File: src/rtl/vga_framebuffer_arbiter.sv
// Arbitrates one single-port pixel RAM between display scan-out (prefetched into a small FIFO)
// and a host load/inspect port. One access per cycle; decisions are registered onto mem_*.
module vga_framebuffer_arbiter #(
    parameter int AW          = 15,
    parameter int DW          = 3,
    parameter int FRAME_WORDS = 19200,
    parameter int FIFO_DEPTH  = 4,
    parameter int LOW_WATER   = 2
) (
    input  logic          clock,
    input  logic          reset,
    input  logic          frame_start,
    input  logic          pix_pop,
    output logic [DW-1:0] pix_data,
    output logic          pix_valid,
    output logic          underrun,
    input  logic          host_req,
    input  logic          host_we,
    input  logic [AW-1:0] host_addr,
    input  logic [DW-1:0] host_wdata,
    output logic          host_ack,
    output logic [DW-1:0] host_rdata,
    output logic          host_rvalid,
    output logic          mem_en,
    output logic          mem_we,
    output logic [AW-1:0] mem_addr,
    output logic [DW-1:0] mem_wdata,
    input  logic [DW-1:0] mem_rdata
);

    localparam int PW = $clog2(FIFO_DEPTH);
    localparam int OW = PW + 2;

    logic [DW-1:0] r_fifo [FIFO_DEPTH];
    logic [PW:0]   r_wr_ptr;
    logic [PW:0]   r_rd_ptr;
    logic [AW-1:0] r_disp_addr;
    logic          r_disp_e;
    logic          r_disp_e1;
    logic          r_host_rd_e;
    logic          r_host_rd_e1;
    logic          r_mem_en;
    logic          r_mem_we;
    logic [AW-1:0] r_mem_addr;
    logic [DW-1:0] r_mem_wdata;
    logic          r_host_ack;
    logic [DW-1:0] r_host_rdata;
    logic          r_host_rvalid;
    logic          r_underrun;

    logic [PW:0]   w_level;
    logic [OW-1:0] w_occ;
    logic          w_push;
    logic          w_pop;
    logic          w_host_ok;
    logic          w_disp_ok;
    logic          w_urgent;
    logic          w_sel_host;
    logic          w_sel_disp;
    logic [AW-1:0] w_disp_addr_nxt;

    // Credit counts display reads already decided but not yet landed, so the FIFO can never overflow.
    assign w_level = r_wr_ptr - r_rd_ptr;
    assign w_occ   = OW'(w_level) + OW'(r_disp_e) + OW'(r_disp_e1);

    assign pix_valid = (w_level != '0);
    assign pix_data  = pix_valid ? r_fifo[r_rd_ptr[PW-1:0]] : '0;

    // Stale (pre-frame_start) reads have had their in-flight flags cleared, so they never push.
    assign w_push = r_disp_e1 & ~frame_start;
    assign w_pop  = pix_pop & pix_valid & ~frame_start;

    assign w_disp_addr_nxt = (r_disp_addr == AW'(FRAME_WORDS - 1)) ? '0 : r_disp_addr + AW'(1);

    always_comb begin
        w_host_ok  = host_req & ~r_host_ack;
        w_disp_ok  = ~frame_start & (w_occ < OW'(FIFO_DEPTH));
        w_urgent   = w_disp_ok & (w_occ < OW'(LOW_WATER));
        w_sel_host = w_host_ok & ~w_urgent;
        w_sel_disp = w_disp_ok & ~w_sel_host;
    end

    always_ff @(posedge clock) begin
        if (w_push) begin
            r_fifo[r_wr_ptr[PW-1:0]] <= mem_rdata;
        end
    end

    always_ff @(posedge clock or negedge reset) begin
        if (!reset) begin
            r_wr_ptr      <= '0;
            r_rd_ptr      <= '0;
            r_disp_addr   <= '0;
            r_disp_e      <= 1'b0;
            r_disp_e1     <= 1'b0;
            r_host_rd_e   <= 1'b0;
            r_host_rd_e1  <= 1'b0;
            r_mem_en      <= 1'b0;
            r_mem_we      <= 1'b0;
            r_mem_addr    <= '0;
            r_mem_wdata   <= '0;
            r_host_ack    <= 1'b0;
            r_host_rdata  <= '0;
            r_host_rvalid <= 1'b0;
            r_underrun    <= 1'b0;
        end else begin
            if (frame_start) begin
                r_wr_ptr    <= '0;
                r_rd_ptr    <= '0;
                r_disp_addr <= '0;
            end else begin
                if (w_push) r_wr_ptr <= r_wr_ptr + 1'b1;
                if (w_pop)  r_rd_ptr <= r_rd_ptr + 1'b1;
                if (w_sel_disp) r_disp_addr <= w_disp_addr_nxt;
            end

            r_disp_e  <= w_sel_disp;
            r_disp_e1 <= r_disp_e & ~frame_start;

            r_mem_en    <= w_sel_disp | w_sel_host;
            r_mem_we    <= w_sel_host & host_we;
            r_mem_addr  <= w_sel_host ? host_addr : r_disp_addr;
            r_mem_wdata <= w_sel_host ? host_wdata : '0;
            r_host_ack  <= w_sel_host;

            // Host reads return two cycles after issue, independent of frame_start.
            r_host_rd_e   <= w_sel_host & ~host_we;
            r_host_rd_e1  <= r_host_rd_e;
            r_host_rvalid <= r_host_rd_e1;
            if (r_host_rd_e1) r_host_rdata <= mem_rdata;

            r_underrun <= pix_pop & ~pix_valid & ~frame_start;
        end
    end

    assign mem_en      = r_mem_en;
    assign mem_we      = r_mem_we;
    assign mem_addr    = r_mem_addr;
    assign mem_wdata   = r_mem_wdata;
    assign host_ack    = r_host_ack;
    assign host_rdata  = r_host_rdata;
    assign host_rvalid = r_host_rvalid;
    assign underrun    = r_underrun;

endmodule

File: config.mk
export PLATFORM = sky130hd
export DESIGN_NAME = vga_framebuffer_arbiter
export DESIGN_NICKNAME = d
export VERILOG_FILES = /design/src/rtl/vga_framebuffer_arbiter.sv
export SDC_FILE = /design/constraint.sdc
export NUM_CORES = 1
export LEC_CHECK = 0
export CORE_MARGIN = 2
export CORE_UTILIZATION = 50
export DETAILED_ROUTE_END_ITERATION = 16
export PLACE_DENSITY = 0.85
export SYNTH_ARGS = -nofsm -noshare
export SYNTH_HDL_FRONTEND = slang
export SYNTH_SLANG_ARGS = --single-unit
File: constraint.sdc
create_clock -name clock -period 4.3 [get_ports clock]
set_clock_uncertainty 0.05 [all_clocks]
set_input_delay 1.075 -clock clock [delete_from_list [all_inputs] [get_ports clock]]
set_output_delay 1.075 -clock clock [all_outputs]
set_load 0.05 [all_outputs]
==> results.md <==
- Outcome: completed
- Pwr Total: 0.00242 W
- Synth Area in Adders: 4.62%
- Skew-Pair Late Insertion Delay: 0.34 ns
- 1st-pass router iterations: 4
- Post-route DRC: 0
- Boundary Pins: 57
- Clock slew at reported path FFs: 0.07 ns
- CTS tree: done
- CP arrival: 3.03 ns
- Diode count: 0
- Clock sink count: 63
- CP required: 3.17 ns
- Sequential area share after synthesis: 57.0%
- Most used flip-flop cell after synthesis: dfrtp_1
- Core area: 5540 µm²
- Routed len/inst: 15.2 µm
- Vias in the first global route: 1956
- GRT Residual Overflow: 0
- Initial Utilization: 51.8%
- Ys Warns: 0
- Max-slew violations: 0
- NumNets Final: 330
- Slew margin rel.: 50.0%
- Worst Setup End Kind: output pin
- Die Y: 79.8 µm
- Largest family of logic cells by synthesized area: simple AND/OR/NAND/NOR gates
- RSZ-0062 raised after global routing: false
- Fin. Hold Viols: 0
- Post-DRT Antenna Nets: 0
- Lkg Pwr: 1.57 nW
- Layout cell share with drive strength beyond 1: 15.4%
- Syn Nets: 270
- Largest net degree at the start of global routing: 35
- HPWL Detailed: 3.97 mm
- Global-route usage over all layers: 19.8%
- First-pass GRT wire length: 9.44 mm
- Area share of and/or/nand/nor cells after synthesis: 15.9%
- Highest Clock Rate: 241 MHz
- Post-synthesis mux area share: 9.76%
- Power per standard cell area: 652 nW/µm²
- Mapped Area: 2870 µm²
- Crit Path Class: reg2out
- Crit-path max FO: 8
- Resize count post-CTS: 0
- Syn avg cell area: 12.3 µm²
- Post-Route WL: 5.62 mm
- Syn-to-layout area delta: 29.4%
- FF+latch count, synth: 63
- Period utilization: 96.6%
- Root Driver: clkbuf_8
- Clock buffer depth: 2
- Initial DRC count: 161
- Max Cap Viol: 0
- Initial antenna violation count: 0
- Setup TNS: 0 ns
- Ys async rst share: 81.0%
- Compound-cell area share of the yosys netlist: 7.85%
- Min Tclk post-route: 4.15 ns
- Die Span X: 79.8 µm
- Post-DR vias/cell: 5.43
- Final setup fails: 0
- Port buffer count: 56
- Tightest Hold Check Type: reg2reg
- Startpoint types: flop
- Vias post-DR: 2009
- Count of cell types in the netlist: 48
- Setup bufs post-CTS: 0
- Worst Tran Pin Value: 0.749 ns
- CTS Buf Count: 9
- # H-tree levels: 3
- Worst vdd ir: 0.332 mV
- Routability cong.: 0.861
- Row Count: 27
- Post-synth EDFFs: 12
- DIE AREA: 6360 µm²
- Mapped Cells: 233
- Hold-fix buffers, CTS: 0
- Synth Area in XOR/XNOR: 2.35%
[sequential cells by signal, summed over array words and instances, names as in the netlist]
name,count
r_disp_e,1
mem_we,1
mem_wdata,3
r_fifo,12
mem_en,1
r_host_rd_e,1
host_rdata,3
underrun,1
host_rvalid,1
r_disp_e1,1
r_wr_ptr,3
r_host_rd_e1,1
mem_addr,15
r_disp_addr,15
r_rd_ptr,3
host_ack,1
[where the power goes]
group          internal (W)  switching [W]
clock              0.000303       0.000238
combinational      0.000395       0.000703
sequential         0.000720      0.0000649
total               0.00142        0.00101
[critical path: stages (launching register included)]
cell and delay [ns]:
dfrtp_1 0.41, inv_1 0.10, ha_1 0.22, fa_1 0.52
inv_1 0.07, or3_1 0.48, and2_1 0.19, clkdlybuf4s50_1 0.69
[stage by stage]
| step | hold slack [ns] | worst slack [ns] | instances | util, % | area [µm²] |
|---|---|---|---|---|---|
| final | 0.316 | 0.148 | 370 | 67.1 | 3710 |
| after global routing | 0.336 | 0.00189 | 370 | 67.1 | 3710 |
| after CTS | 0.322 | 0.114 | 370 | 67.0 | 3710 |
| after detailed placement | 0.306 | 0.497 | 354 | 63.1 | 3500 |
| after global placement | 0.281 | 0.566 | 354 | 63.1 | 3500 |
| after floorplan | 0.281 | 0.685 | 233 | - | 2870 |
[cells by family after synthesis]
family / after synthesis
buffers and inverters: 17
flip-flops: 63
adder cells (fa/ha/maj): 10
XOR/XNOR: 6
AND/OR/NAND/NOR: 81
multiplexers: 22
AO/OA/AOI/OAI: 34
[cell type report]
cell class,instances,area [µm²]
Clock inverter,6,67.6
Inverter,7,26.3
Fill cell,426,1830
Tap cell,72,90.1
Multi-Input combinational cell,153,1160
Clock buffer,10,149
Sequential cell,63,1640
Timing Repair Buffer,59,581
[routing by layer]
| metal | part of all wire [%] | GRT usage (%) |
|---|---|---|
| met1 | 45 | 27.1 |
| met2 | 45 | 28.7 |
| met3 | 8.2 | 7.92 |
| met4 | 1.3 | 7.12 |
| met5 | 0 | 0 |
[final timing paths]
check | start | to | slack, ns | cells past startpoint
max in group asynchronous | reset | mem_wdata[2] | 2.73 | 2
worst min register to register | r_host_rd_e | r_host_rd_e1 | 0.32 | 0
worst min-delay path | r_host_rd_e | r_host_rd_e1 | 0.32 | 0
min in group asynchronous | reset | mem_addr[6] | 0.74 | 1
worst max register to register | r_rd_ptr[0] | r_disp_addr[12] | 1.02 | 11
worst max-delay path | r_wr_ptr[0] | pix_data[0] | 0.15 | 7
[Yosys cell counts, types with 3 or more instances]
cell	instances	area, µm²
xor2_1	3	26.3
a21oi_1	11	55.1
mux4_2	3	67.6
or4_1	4	30.0
or3_1	3	18.8
nand2_1	16	60.1
dfrtp_1	51	1280
edfxtp_1	12	360
nor2b_1	4	25.0
clkbuf_1	8	30.0
mux2_2	18	203
nor4_1	3	18.8
nor2_1	10	37.5
ha_1	9	113
inv_1	7	26.3
a21o_1	3	22.5
and2_1	11	68.8
o21ai_0	6	30.0
nand3_1	13	65.1
[cell usage in the layout, fill, tap and decap left out, drive strengths merged, types with 3 or more instances in the layout]
cell type      instances
clkdlybuf4s50         54
dfrtp                 51
mux2                  18
nand2                 16
nand3                 13
edfxtp                12
and2                  12
a21oi                 11
nor2                  10
clkbuf                10
ha                     9
inv                    7
o21ai                  6
nor2b                  4
or4                    4
buf                    4
or3                    3
mux4                   3
xor2                   3
a21o                   3
nor4                   3
clkinv                 3
Power figures use the tool's default switching activity.
